## src/rtl/entropy_dec_pkg.sv

```systemverilog
// Shared types and constants for the entropy decode scheduler.
// Holds the FSM state encoding and packet framing constants.
package entropy_dec_pkg;

    typedef enum logic [2:0] {
        IDLE,
        HDR,
        FETCH,
        ISSUE,
        OUTPUT,
        ABORT,
        DRAIN
    } state_e;

    localparam int BYTES_PER_SYM   = 3;
    localparam int TIMEOUT_CYC_DEF = 16;

    // States in which the byte stream is consumed.
    function automatic logic takes_bytes(input state_e s);
        return (s == IDLE) || (s == HDR) ||
               (s == FETCH) || (s == DRAIN);
    endfunction

endpackage

```

## src/rtl/sched_byte_assembler.sv

```systemverilog
// Collects the code byte and 16-bit bitstream word of one symbol.
// done_o flags the cycle in which the final byte is accepted.
module sched_byte_assembler
    import entropy_dec_pkg::*;
(
    input  logic        clk_i,
    input  logic        rst_ni,
    input  logic        clr_i,
    input  logic        en_i,
    input  logic [7:0]  byte_i,
    output logic [7:0]  code_o,
    output logic [15:0] bits_o,
    output logic        done_o
);

    logic [1:0]  idx_q;
    logic [7:0]  code_q;
    logic [15:0] bits_q;

    assign done_o = en_i && (idx_q == 2'(BYTES_PER_SYM - 1));
    assign code_o = code_q;
    assign bits_o = bits_q;

    // Steer each accepted byte into its field and advance the index.
    always_ff @(posedge clk_i or negedge rst_ni) begin
        if (!rst_ni) begin
            idx_q  <= '0;
            code_q <= '0;
            bits_q <= '0;
        end else if (clr_i) begin
            idx_q <= '0;
        end else if (en_i) begin
            case (idx_q)
                2'd0:    code_q        <= byte_i;
                2'd1:    bits_q[15:8]  <= byte_i;
                default: bits_q[7:0]   <= byte_i;
            endcase
            idx_q <= done_o ? 2'd0 : idx_q + 2'd1;
        end
    end

endmodule

```

## src/rtl/entropy_decode_scheduler.sv

```systemverilog
// Packet-level sequencer wrapped around the LiDAR entropy decoder.
// Parses headers, issues symbols, forwards results, drains on abort.
module entropy_decode_scheduler
    import entropy_dec_pkg::*;
#(
    parameter int TIMEOUT_CYC = TIMEOUT_CYC_DEF,
    parameter int CNT_W       = 16,
    parameter int ERR_CNT_W   = 8
) (
    input  logic                 clk,
    input  logic                 reset_n,
    input  logic [7:0]           in_data,
    input  logic                 in_valid,
    input  logic                 in_sop,
    output logic                 in_ready,
    output logic                 dec_en,
    output logic [7:0]           dec_code,
    output logic [15:0]          dec_bits,
    input  logic [15:0]          dec_symbol,
    input  logic                 dec_valid,
    input  logic                 dec_error,
    output logic [15:0]          sym_data,
    output logic                 sym_valid,
    output logic                 sym_last,
    input  logic                 sym_ready,
    output logic                 pkt_done,
    output logic                 pkt_error,
    output logic [ERR_CNT_W-1:0] err_count,
    output logic                 busy
);

    localparam int DW = CNT_W + 2;
    localparam int TW = $clog2(TIMEOUT_CYC) + 1;

    state_e               state_q, state_d;
    logic [7:0]           hi_q;
    logic [CNT_W-1:0]     rem_q;
    logic [DW-1:0]        drain_q;
    logic [TW-1:0]        timer_q;
    logic [15:0]          sym_q;
    logic [ERR_CNT_W-1:0] err_q;
    logic                 rdy_q, en_q, sv_q, sl_q;
    logic                 done_q, perr_q, busy_q;

    logic                 acc, fetch_en, asm_done;
    logic                 timeout, abort_evt;
    logic [CNT_W-1:0]     hdr_cnt;
    logic [DW-1:0]        drain_calc;

    assign acc      = in_valid && rdy_q;
    assign fetch_en = acc && !in_sop && (state_q == FETCH);
    assign hdr_cnt  = CNT_W'({hi_q, in_data});
    assign timeout  = (timer_q == TW'(TIMEOUT_CYC - 1));

    // The whole current symbol was fetched before ISSUE.
    assign drain_calc = DW'(rem_q) * DW'(BYTES_PER_SYM)
                      - DW'(BYTES_PER_SYM);

    assign abort_evt = (state_q == ISSUE && state_d == ABORT) ||
                       (acc && in_sop &&
                        (state_q == HDR || state_q == FETCH));

    sched_byte_assembler u_asm (
        .clk_i  (clk),
        .rst_ni (reset_n),
        .clr_i  (state_q != FETCH),
        .en_i   (fetch_en),
        .byte_i (in_data),
        .code_o (dec_code),
        .bits_o (dec_bits),
        .done_o (asm_done)
    );

    // Next-state selection.
    always_comb begin
        state_d = state_q;
        unique case (state_q)
            IDLE:
                if (acc && in_sop) state_d = HDR;
            HDR:
                if (acc) begin
                    if (in_sop)            state_d = HDR;
                    else if (hdr_cnt == 0) state_d = IDLE;
                    else                   state_d = FETCH;
                end
            FETCH:
                if (acc) begin
                    if (in_sop)        state_d = HDR;
                    else if (asm_done) state_d = ISSUE;
                end
            ISSUE:
                if (dec_error)      state_d = ABORT;
                else if (dec_valid) state_d = OUTPUT;
                else if (timeout)   state_d = ABORT;
            OUTPUT:
                if (sym_ready)
                    state_d = (rem_q == 1) ? IDLE : FETCH;
            ABORT:
                state_d = (drain_calc == 0) ? IDLE : DRAIN;
            DRAIN:
                if (acc) begin
                    if (in_sop)            state_d = HDR;
                    else if (drain_q <= 1) state_d = IDLE;
                end
            default:
                state_d = IDLE;
        endcase
    end

    // State, counters and registered outputs.
    always_ff @(posedge clk or negedge reset_n) begin
        if (!reset_n) begin
            state_q <= IDLE;
            hi_q    <= '0;
            rem_q   <= '0;
            drain_q <= '0;
            timer_q <= '0;
            sym_q   <= '0;
            err_q   <= '0;
            rdy_q   <= 1'b0;
            en_q    <= 1'b0;
            sv_q    <= 1'b0;
            sl_q    <= 1'b0;
            done_q  <= 1'b0;
            perr_q  <= 1'b0;
            busy_q  <= 1'b0;
        end else begin
            state_q <= state_d;
            rdy_q   <= takes_bytes(state_d);
            busy_q  <= (state_d != IDLE);
            en_q    <= (state_d == ISSUE);
            sv_q    <= (state_d == OUTPUT);
            sl_q    <= (state_d == OUTPUT) && (rem_q == 1);
            done_q  <= 1'b0;
            perr_q  <= 1'b0;
            if (acc && in_sop) hi_q <= in_data;
            timer_q <= '0;
            case (state_q)
                HDR:
                    if (acc && !in_sop) begin
                        rem_q <= hdr_cnt;
                        if (hdr_cnt == 0) done_q <= 1'b1;
                    end
                ISSUE: begin
                    timer_q <= timer_q + 1'b1;
                    if (dec_valid && !dec_error) sym_q <= dec_symbol;
                end
                OUTPUT:
                    if (sym_ready) begin
                        if (rem_q != 0) rem_q <= rem_q - 1'b1;
                        if (rem_q == 1) done_q <= 1'b1;
                    end
                ABORT:
                    drain_q <= drain_calc;
                DRAIN:
                    if (acc && !in_sop && drain_q != 0)
                        drain_q <= drain_q - 1'b1;
                default: ;
            endcase
            if (abort_evt) begin
                perr_q <= 1'b1;
                if (err_q != '1) err_q <= err_q + 1'b1;
            end
        end
    end

    assign in_ready  = rdy_q;
    assign dec_en    = en_q;
    assign sym_data  = sym_q;
    assign sym_valid = sv_q;
    assign sym_last  = sl_q;
    assign pkt_done  = done_q;
    assign pkt_error = perr_q;
    assign err_count = err_q;
    assign busy      = busy_q;

endmodule

```

## config.mk

```make
export PLATFORM = sky130hd
export DESIGN_NAME = entropy_decode_scheduler
export DESIGN_NICKNAME = d
export VERILOG_FILES = /design/src/rtl/entropy_dec_pkg.sv /design/src/rtl/sched_byte_assembler.sv /design/src/rtl/entropy_decode_scheduler.sv
export SDC_FILE = /design/constraint.sdc
export NUM_CORES = 1
export LEC_CHECK = 0
export ABC_AREA = 1
export CAP_MARGIN = 20
export CORE_ASPECT_RATIO = 0.6
export CORE_MARGIN = 5
export CORE_UTILIZATION = 57
export DETAILED_ROUTE_END_ITERATION = 16
export HOLD_SLACK_MARGIN = 0.05
export PLACE_DENSITY_LB_ADDON = 0.05
export REMOVE_ABC_BUFFERS = 1
export SETUP_SLACK_MARGIN = 0.5
export SYNTH_ARGS = -nofsm -noshare
export SYNTH_HDL_FRONTEND = slang
export SYNTH_HIERARCHICAL = 1
export SYNTH_SLANG_ARGS = --single-unit
```

## constraint.sdc

```tcl
create_clock -name clk -period 5.4 [get_ports clk]
set_input_delay 1.08 -clock clk [delete_from_list [all_inputs] [get_ports clk]]
set_output_delay 1.08 -clock clk [all_outputs]
set_load 0.02 [all_outputs]
```

# Word level (Yosys, flattened, before mapping)
# Index checks and enable logic that the tools add are counted.
[word_totals]
elab_cells = 119
out_inout_bits = 55
reg_bits = 107
in_bits = 31
[op_classes]
reduce_logical = 36
n_mul = 1
eq_ne = 22
mux = 33
n_lt_le_gt_ge = 1
add_sub_neg = 6
bitwise_logic = 2
[ops]
columns = ["operator", "n"]
rows = [
  ["$mux W16", 3],
  ["$mux W3", 13],
  ["$pmux W18 S2", 1],
  ["$pmux W16 S2", 1],
  ["$pmux W3 S7", 1],
  ["$eq A3 B3 Y1 const B", 6],
  ["$le A18 B1 Y1 const B", 1],
  ["$logic_not A18 Y1", 1],
  ["$mul A16 B2 Y18 const B", 1],
  ["$mux W18", 1],
  ["$reduce_bool A18 Y1", 1],
  ["$sub A18 B1 Y18 const B", 1],
  ["$sub A18 B2 Y18 const B", 1],
  ["$eq A16 B1 Y1 const B", 1],
  ["$logic_not A16 Y1", 1],
  ["$reduce_bool A16 Y1", 1],
  ["$sub A16 B1 Y16 const B", 1],
  ["$eq A3 B2 Y1 const B", 4],
  ["$mux W2", 6],
  ["$logic_and A1 B1 Y1", 10],
  ["$reduce_and A3 Y1", 3],
  ["$add A8 B1 Y8 const B", 1],
  ["$ne A2 B2 Y1 const B", 4],
  ["$ne A8 B8 Y1 const B", 1],
  ["other kinds (20)", 36],
]

# Longest topological paths before layout
# Gate-level depths: netlist of the first run.
[logic_depth]
depth_word = 12
mapped_depth = 20

# Cells and area by module
# The synthesis of the first run kept the hierarchy.
[by_module_without_submodules]
columns = ["mod", "area_per_inst_um2", "cells_per_inst", "n_inst"]
rows = [
  ["entropy_decode_scheduler", 5738.0, 761, 1],
  ["sched_byte_assembler", 1088.5, 114, 1],
]

# Worst setup path before layout of the first run
# Ideal clock, no wire load.
[synth_timing]
kind = "reg2reg"
startpoint = "reg rem_q[0]"
endpoint = "reg rdy_q, in the netlist in_ready"
path_slack_ns = 3.131
setup_ns = 0.117
path_buffers = 0
arrival_time_ns = 2.152
period_less_slack_ns = 2.269
stages_incl_launch_ff = 17
cell_sequence = "dfrtp_1 ha_1 fa_1 nand2_1 nand2_2 nand3_2 nand2_2 nand2_1 nand3_1 nand2_1 nand2_1 nor2_1 nand3_1 nand2_2 nand2_2 nand2_1 nand2_1"
[synth_via]
elab_chain_cells = 9
word_cells_on_any_way = 15
classes_between = "1 x add/sub; 1 x mul; 4 x eq/ne; 4 x mux; 5 x reduce/logical"
[synth_lines]
columns = ["element", "line_no", "rtl"]
rows = [
  ["start: declaration", "entropy_decode_scheduler.sv:37", "logic [CNT_W-1:0] rem_q;"],
  ["start signal: assignment", "entropy_decode_scheduler.sv:141", "rem_q <= hdr_cnt;"],
  ["start signal: assignment", "entropy_decode_scheduler.sv:150", "if (rem_q != 0) rem_q <= rem_q - 1'b1;"],
  ["$mul A16 B2 Y18", "entropy_decode_scheduler.sv:56", "assign drain_calc = DW'(rem_q) * DW'(BYTES_PER_SYM)"],
  ["$sub A18 B2 Y18", "entropy_decode_scheduler.sv:57", "- DW'(BYTES_PER_SYM);"],
  ["$logic_not A18 Y1", "entropy_decode_scheduler.sv:99", "state_d = (drain_calc == 0) ? IDLE : DRAIN;"],
  ["$mux W3", "entropy_decode_scheduler.sv:99", ""],
  ["$pmux W3 S7 *", "entropy_decode_scheduler.sv:77", "unique case (state_q)"],
  ["named net state_d[1]", "entropy_decode_scheduler.sv:35", "state_e state_q, state_d;"],
  ["$eq A3 B1 Y1 / $logic_not A3 Y1 (equally long branches)", "entropy_dec_pkg.sv:20", "return (s == IDLE) || (s == HDR) ||"],
  ["$logic_or A1 B1 Y1 (2 in a row)", "entropy_dec_pkg.sv:20", ""],
  ["$logic_or A1 B1 Y1 *", "entropy_dec_pkg.sv:21", "(s == FETCH) || (s == DRAIN);"],
  ["end signal: assignment", "entropy_decode_scheduler.sv:129", "rdy_q <= takes_bytes(state_d);"],
  ["end: declaration", "entropy_decode_scheduler.sv:42", "logic rdy_q, en_q, sv_q, sl_q;"],
]
# The timed path passes the listed nets; every way through them passes the cells marked *.
# A chain may end at the register's enable or synchronous reset.

# Worst setup path in the final report of the first run
[layout_timing]
startpoint = "reg state_q[2]"
endpoint = "reg rem_q[12]"
[layout_via]
elab_chain_cells = 3
word_cells_on_any_way = 8
classes_between = "5 x eq/ne; 1 x mux; 2 x reduce/logical"
[layout_lines]
columns = ["element", "line_no", "rtl"]
rows = [
  ["start: declaration", "entropy_decode_scheduler.sv:35", ""],
  ["start signal: assignment", "entropy_decode_scheduler.sv:128", "state_q <= state_d;"],
  ["$eq A3 B3 Y1 / $eq A3 B1 Y1 (equally long branches)", "entropy_decode_scheduler.sv:138", "case (state_q)"],
  ["$ne A2 B2 Y1 (no source line) / $reduce_bool A2 Y1 (equally long branches)", "--", ""],
  ["$reduce_and A4 Y1 (no source line)", "--", ""],
]
# Parallel ways exist; a longest one is shown, timed or not.

==> flow_summary.toml, run 1 <==
[synthesis]
ys_types = 46
ys_warn_count = 6
synth-edff-count = 0
synth_area_leaders = "dfrtp_1, nand2_1, inv_1"
ys_ff_latch = 107
synth_cells = 875
ys_seq_area_share_pct = 39.22
synthFlopType = "dfrtp_1"
synthArstFlopShare_pct = 100.0
yosysTopAreaCell = "dfrtp_1"
syn-cell-area_um2 = 6827
synth_top_area_share_pct = 39.22
avgSynthCellArea_um2 = 7.802

[power]
power_density_nw_per_um2 = 696.4
peakVddDrop_mv = 0.6481
leakagePower_nw = 4.052

[drt]
drt_first_pass_iters = 6
ant_nets = 0
routed_via_density = 5.485
routed_wirelength_mm = 18.16
drt_iter0_markers = 542
drc_errors = 0
wl_per_cell_um = 16.14
num_vias = 6171

[global_routing]
grt.overflow.total = 0
grt_usage_pct = 26.11
grt_pass1_wl_mm = 29.75
antenna_found_initial = 0
grt_max_degree = 76
grt_pass1_vias = 5940

[worst_hold_path]
hold_class = "register to register"

[clock_tree]
clock-root-buffer = "clkbuf_16"
cts_hold_buffers = 0
insertion_delay_ns = 0.35
clock_sinks = 107
cts_buffer_depth = 2
post_cts_buffers = 0
cts-resized-gates = 0
cts_tree = "done"
h-tree-depth = 3
clk_pin_slew_ns = 0.08
cts_buffers = 9

[die]
coreArea_um2 = 11910
dieArea_um2 = 14340
row_count = 31
ios = 86
die_w_um = 151.3
dieHeight_um = 94.77
initial_utilization_pct = 57.33

[finish]
stdcell_area_um2 = 8100
final_common_cell = "nand2_1"
area_growth_pct = 18.66
final_cell_mix = "nand2_1, inv_1, dfrtp_1"
fin_nets = 1027
antenna_cells = 0
final_cells = 1125
drive_gt1_share_pct = 8.854

[placed_design]
dp_cells = 1109
gp_congestion = 0.8694
postPlaceCellArea_um2 = 7791
dp_hpwl_mm = 13.92
io_buffers = 85

[timing]
holdWs_ns = 0.4662
post-route-period-util_pct = 56.29
relSlewSlack_pct = 35.28
rsz0062_at_grt = "false"
hold_violations = 0
setup_violations = 0
fmax_ghz = 0.3290
worst_pin_slew_ns = 0.9708
period_minus_slack_ns = 3.040
tns_ns = 0
fin_skew_ns = 0.01175
maxSlewViolCount = 0

[setup_path]
critPathKind = "register to register"
required_ns = 5.63
start_kind = "register"
r2r_setup_slack_ns = 2.36
crit_path_end_kind = "register"
arrival_ns = 3.27
worst-path-max-fanout = 29

[job]
maxCapViolCount = 0

[run_status]
outcome = "complete, no violations"
-- registers in the layout, indices dropped and copies added, names as in the netlist --
register      count
drain_q          18
rem_q            16
sym_data         16
u_asm/bits_o     16
err_count         8
hi_q              8
u_asm/code_o      8
timer_q           5
state_q           3
u_asm/idx_q       2
busy              1
dec_en            1
in_ready          1
pkt_done          1
pkt_error         1
sym_last          1
sym_valid         1
-- synthesized netlist by cell type, drive strengths merged, types with 13 or more instances --
| master | number |
|---|---|
| nor2 | 70 |
| mux2 | 18 |
| nand4 | 17 |
| nand2 | 215 |
| nor3 | 13 |
| nand3 | 79 |
| buf | 13 |
| xor2 | 19 |
| inv | 143 |
| o21ai | 56 |
| ha | 39 |
| a21oi | 28 |
| dfrtp | 107 |
-- final timing paths --
| path | end | start | cells after the start |
|---|---|---|---|
| worst max-delay path | rem_q[12] | state_q[2] | 9 |
| worst min-delay path | timer_q[0] | timer_q[0] | 1 |
| worst max register to register | rem_q[12] | state_q[2] | 9 |
| worst min register to register | timer_q[0] | timer_q[0] | 1 |
| max in group asynchronous | hi_q[3] | reset_n | 2 |
| min in group asynchronous | rem_q[15] | reset_n | 1 |
-- area by class of cell --
cell class	instances	area (µm²)
repair buffers	87	863.3
multi-input cells	607	3507
clock buffers	9	225.2
clock inverters	7	83.83
well taps	165	206.4
fillers	978	3807
inverters	143	536.8
flip-flops and latches	107	2678
-- metrics by stage --
stage                     power, mW  setup slack [ns]  util, %
final                         5.641             2.360    68.03
after global placement        4.740             2.189    65.43
after floorplan               3.771             2.928        -
after detailed placement      4.868             2.096    65.43
after CTS                     5.574             2.453    68.03
after global routing          6.127             2.072    68.03
-- kinds of logic after synthesis --
group,share of synthesized area (%)
and+or+nand+nor,27.38
muxes,3.024
AOI/OAI and AO/OA,10.41
DFF,39.22
adders and majority gates,7.735
xor gates and xnor gates,2.823
buffers and inverters,9.402
-- critical path, stage by stage (launching register included) --
cell and delay (ns):
dfrtp_1 0.52, nand2_2 0.29, inv_1 0.71, nand2_1 0.14, nand2_1 0.09, nand2_1 0.08
nor2_4 0.43, inv_2 0.14, a21oi_1 0.17, mux2_2 0.35
-- report_power, final --
group          switching [mW]  internal [mW]  total [mW]
Combinational            2.41           1.29        3.70
Sequential              0.201           1.06        1.26
Clock                   0.315          0.369       0.684
-- routing by layer --
| metal | GRT usage [%] | wire length [µm] |
|---|---|---|
| met5 | 0 | 0 |
| met4 | 5.732 | 200 |
| met3 | 5.468 | 1329 |
| met2 | 38.31 | 7730 |
| met1 | 39.64 | 8897 |
No activity file was read; power rests on OpenSTA's default activity.
==> inputs of run 2 (changes only) <==
--- a/config.mk
+++ b/config.mk
@@ -9,7 +9,7 @@
 export CAP_MARGIN = 20
 export CORE_ASPECT_RATIO = 0.6
 export CORE_MARGIN = 5
-export CORE_UTILIZATION = 57
+export CORE_UTILIZATION = 51
 export DETAILED_ROUTE_END_ITERATION = 16
 export HOLD_SLACK_MARGIN = 0.05
 export PLACE_DENSITY_LB_ADDON = 0.05
==> constraint.sdc (replaced) <==
create_clock -name clk -period 2.45 [get_ports clk]
set_input_delay 0.49 -clock clk [delete_from_list [all_inputs] [get_ports clk]]
set_output_delay 0.49 -clock clk [all_outputs]
set_load 0.02 [all_outputs]
==> run 2 against run 1 <==
- the run now ends with negative setup slack left
- setup slack got worse by 2.4 ns
- non-clock buffer count rose by 128
- cell count up 12%
- first-iteration DRC count up 12%
- global-route usage fell by 0.74 points
- register-to-register slack worse by 2.4 ns
- sequential share of layout area shrank 6.5 points
- flip-flop and latch count stayed put
- cell area increased by 25%
- critical path depth up 9
- highest routed layer unchanged
==> flow_summary.toml, run 2 (synthesized netlist as in run 1, its figures left out) <==
[run_status]
outcome = "finished with violations"
violations = "negative setup slack"

[timing]
period_minus_slack_ns = 2.481
worst_pin_slew_ns = 0.5886
fin_skew_ns = 0.01324
post-route-period-util_pct = 101.3
hold_violations = 0
fmax_ghz = 0.4031
maxSlewViolCount = 0
rsz0062_at_grt = "true"
setup_violations = 2
relSlewSlack_pct = 60.76
setup_ws_ns = -0.03066

[setup_path]
worst_path_most_repeated_cell = "nand2_1"
arrival_ns = 2.72
required_ns = 2.69
start_kind = "register"
worst-path-max-fanout = 5
r2r_setup_slack_ns = -0.03
slowest_stage = "dfrtp_1"
critPathKind = "register to register"
crit_chain = "inv_2 -> ha_4 -> inv_2 -> ha_4 -> nand2_1 -> nand2_2 -> a21oi_2 -> buf_4 -> nand3_1 -> nand2_1 -> nor2_1 -> nand3_1 -> nor2_1 -> nand3_1 -> nand2_2 -> nand2_2 -> nand2_1 -> nand2_1"
crit_path_end_kind = "register"
critical_path.max_stage_delay_ns = 0.38

[clock_tree]
insertion_delay_ns = 0.36
h-tree-depth = 3
clk_pin_slew_ns = 0.08
cts_buffer_depth = 2
cts_tree = "done"
clock_sinks = 107
cts_buffers = 9
clock-root-buffer = "clkbuf_16"

[finish]
final_common_cell = "nand2_1"
top_register = "drain_q"
drive_gt1_share_pct = 35.90
final_cell_mix = "nand2_1, buf_4, dfrtp_1"
area_growth_pct = 48.00
fin_nets = 1156
final_util_pct = 77.88
largest_register_ffs = 18
antenna_cells = 0

[global_routing]
antenna_found_initial = 0
grt_pass1_vias = 6512
grt_max_degree = 45
grt.overflow.total = 0
grt_pass1_wl_mm = 33.15
grt_usage_pct = 25.37

[drt]
num_vias = 6853
drt_first_pass_iters = 5
drt_iter0_markers = 608
routed_wirelength_mm = 21.28
ant_nets = 0
routed_via_density = 5.443
wl_per_cell_um = 16.90
drc_errors = 0

[die]
row_count = 32
coreArea_um2 = 12970
die_w_um = 159.4
dieHeight_um = 99.62
ios = 86
dieArea_um2 = 15870
initial_utilization_pct = 52.62

[placed_design]
dp_hpwl_mm = 14.75
gp_congestion = 0.8845
io_buffers = 85

[job]
maxCapViolCount = 0

[worst_hold_path]
hold_class = "input pin to asynchronous set/reset pin"
run 2: changes by cell type in the layout (fill, tap and decap cells not counted), moves of 21 or more:
| cell | change |
|---|---|
| buf_4 | +109 |
| ha_1 | -26 |
| ha_4 | +21 |
| inv_1 | -35 |
| inv_2 | +30 |
| nand2_1 | -47 |
| nand2_2 | +28 |
run 2: critical path, delay by kind of cell, from the launching register on:
family	cells	cell delay, ns
AO/OA/AOI/OAI	1	0.09
adder cells (fa/ha/maj)	2	0.56
buffers and inverters	3	0.26
flip-flops	1	0.38
AND/OR/NAND/NOR	12	1.09
run 2: repair_timing:
| action | in CTS | in global routing |
|---|---|---|
| setup buffers | 24 | 15 |
| hold buffers | 0 | 0 |
| resized for setup | 137 | 126 |
| setup endpoints to repair | 59 | 73 |
| pin swaps | 51 | 53 |
| cloned | 0 | 3 |
run 2: through the flow:
| stage | hold slack [ns] | TNS, ns | instances | setup slack, ns | cell area [µm²] |
|---|---|---|---|---|---|
| 2_1_floorplan | 0.1944 | 0 | 857 | 0.1190 | 6721 |
| 3_3_place_gp | 0.4467 | -0.5498 | 1201 | -0.1321 | 8476 |
| 3_5_place_dp | 0.4590 | -0.7727 | 1201 | -0.1566 | 8476 |
| 4_1_cts | 0.1449 | 0 | 1241 | 0.05183 | 9505 |
| 5_1_grt | 0.1653 | -0.4453 | 1259 | -0.1413 | 10100 |
| 6_report | 0.1292 | -0.05312 | 1259 | -0.03066 | 10100 |
run 2: layout make-up:
class	instances	area, µm²
multi-input combinational	607	4415
fill	852	2869
sequential	107	2679
timing repair buffer	215	1932
inverter	143	550.5
clock buffer	10	239.0
tap	170	212.7
clock inverter	6	67.56
timing repair inverter	1	7.507
run 2: final timing paths:
kind	from	cells after the start	to
worst min-delay path	reset_n	1	rem_q[14]
min in group clk	u_asm/bits_o[9]	2	u_asm/bits_o[9]
max in group asynchronous	reset_n	2	u_asm/idx_q[1]
worst max register to register	rem_q[5]	18	in_ready
worst max-delay path	rem_q[5]	18	in_ready
worst min register to register	u_asm/bits_o[9]	2	u_asm/bits_o[9]
run 2: layer usage:
layer	GRT usage (%)	part of all wire, %	up-vias
met1	38.06	46	3257
met4	5.111	1.3	0
met5	0	0	-
li1	-	-	3284
met3	4.928	7.5	33
met2	38.44	45	279
Power of run 2 is left out: the tool's default activity adds up to more than one toggle a clock period on the data nets, which glitch-free logic cannot reach.
==> inputs of run 3 (changes only) <==
--- a/config.mk
+++ b/config.mk
@@ -8,10 +8,9 @@
 export ABC_AREA = 1
 export CAP_MARGIN = 20
 export CORE_ASPECT_RATIO = 0.6
-export CORE_MARGIN = 5
 export CORE_UTILIZATION = 51
 export DETAILED_ROUTE_END_ITERATION = 16
-export HOLD_SLACK_MARGIN = 0.05
+export HOLD_SLACK_MARGIN = 0.08
 export PLACE_DENSITY_LB_ADDON = 0.05
 export REMOVE_ABC_BUFFERS = 1
 export SETUP_SLACK_MARGIN = 0.5
==> run 3 against run 2 <==
- the flow still finishes with violations (negative setup slack)
- register-to-register slack got worse by 0.08 ns
- flip-flop and latch count unchanged
- hold slack lost 0.0060 ns
- sequential share of layout area increased by 0.10 points
- via count up 0.80%
- maximum frequency down 3.1%
==> flow_summary.toml, run 3 (synthesized netlist as in run 1, its figures left out) <==
[run_status]
outcome = "finished with violations"
violations = "negative setup slack"

[global_routing]
grt_max_degree = 47
grt.overflow.total = 0
grt_pass1_vias = 6178
antenna_found_initial = 0
grt_pass1_wl_mm = 31.00
grt_usage_pct = 28.73

[finish]
antenna_cells = 0
top_register = "drain_q"
fill_cells = 877
area_growth_pct = 47.38
fin_nets = 1152
final_cell_mix = "nand2_1, buf_4, dfrtp_1"
ff_latch_area_um2 = 2678
stdcell_area_um2 = 10060
largest_register_ffs = 18
drive_gt1_share_pct = 36.13
multiInputGateArea_um2 = 4399
final_common_cell = "nand2_1"

[timing]
relSlewSlack_pct = 59.00
fmax_ghz = 0.3905
rsz0062_at_grt = "true"
maxSlewViolCount = 0
setup_ws_ns = -0.1108
fin_skew_ns = 0.01128
post-route-period-util_pct = 104.5
worst_pin_slew_ns = 0.6135
hold_violations = 0
setup_violations = 5
period_minus_slack_ns = 2.561

[setup_path]
timing.rr.start = "rem_q[2]"
start_kind = "register"
arrival_ns = 2.81
r2r_cells = 18
crit_path_end_kind = "register"
required_ns = 2.70
critPathLaunch = "rem_q[2]"
critPathKind = "register to register"
worst-path-max-fanout = 5

[die]
initial_utilization_pct = 52.79
dieHeight_um = 91.62
dieArea_um2 = 13870
row_count = 32
die_w_um = 151.4
coreArea_um2 = 12930
ios = 86

[clock_tree]
clk_pin_slew_ns = 0.08
cts_tree = "done"
clock_sinks = 107
insertion_delay_ns = 0.35
cts_buffer_depth = 2
cts_buffers = 9
cts_hold_buffers = 0
h-tree-depth = 3
clock-root-buffer = "clkbuf_16"

[drt]
num_vias = 6908
ant_nets = 0
drt_first_pass_iters = 5
drc_errors = 0
drt_iter0_markers = 579
routed_wirelength_mm = 21.06
routed_via_density = 5.504
wl_per_cell_um = 16.78

[placed_design]
postPlaceCellArea_um2 = 8443
dp_hpwl_mm = 14.41
gp_congestion = 1.039
io_buffers = 85

[worst_hold_path]
hold_class = "input pin to asynchronous set/reset pin"

[job]
maxCapViolCount = 0
## run 3: metrics by stage
step           TNS [ns]  cells  util (%)  hold slack, ns  setup WS [ns]
2_1_floorplan         0    857         -          0.1944         0.1190
3_3_place_gp    -0.7836   1195     65.29          0.4458        -0.1810
3_5_place_dp    -0.9518   1195     65.29          0.4564        -0.2013
4_1_cts               0   1226     72.14          0.1344        0.02051
5_1_grt         -0.8272   1255     77.80          0.1560        -0.2259
6_report        -0.2625   1255     77.80          0.1232        -0.1108
## run 3: layout make-up
cell class                 instances  share of cell area (%)
clock inverter                     6                  0.7835
timing repair buffer             211                   18.92
timing repair inverter             1                 0.07462
sequential                       107                   26.61
multi-input combinational        607                   43.73
tap                              170                   2.114
clock buffer                      10                   2.276
inverter                         143                   5.497
## run 3: worst paths after layout
check	end	slack (ns)
min	sym_data[10]	0.12
min reg2reg	u_asm/bits_o[12]	0.48
max	in_ready	-0.11
max reg2reg	in_ready	-0.11
min in group clk	u_asm/bits_o[12]	0.48
max in group asynchronous	sym_valid	1.67
## run 3: layer usage
| layer | share of wire, % | track usage [%] | up-vias |
|---|---|---|---|
| li1 | - | - | 3269 |
| met1 | 46 | 44.80 | 3328 |
| met2 | 45 | 41.55 | 278 |
| met3 | 7.3 | 4.428 | 33 |
| met4 | 1.3 | 5.833 | 0 |
| met5 | 0 | 0 | - |
## run 3: critical path, stage by stage (launching register included)
cell     delay (ns)
dfrtp_1        0.41
inv_4          0.08
ha_4           0.28
inv_4          0.04
fa_2           0.41
nand2_2        0.11
nand2_4        0.08
nand3_4        0.09
nand2_4        0.07
nand2_2        0.08
nand2_1        0.05
nor2_1         0.08
nand3_1        0.08
nor2_1         0.13
nand3_1        0.15
nand2_2        0.14
nand2_2        0.06
nand2_1        0.06
nand2_1        0.05
## run 3: what timing repair did
item | 4_1_cts | 5_1_grt
cloned | 1 | 1
resized for setup | 125 | 137
pin swaps | 40 | 73
setup buffers | 14 | 28
setup endpoints to repair | 63 | 67
Power of run 3 is left out for the same reason.
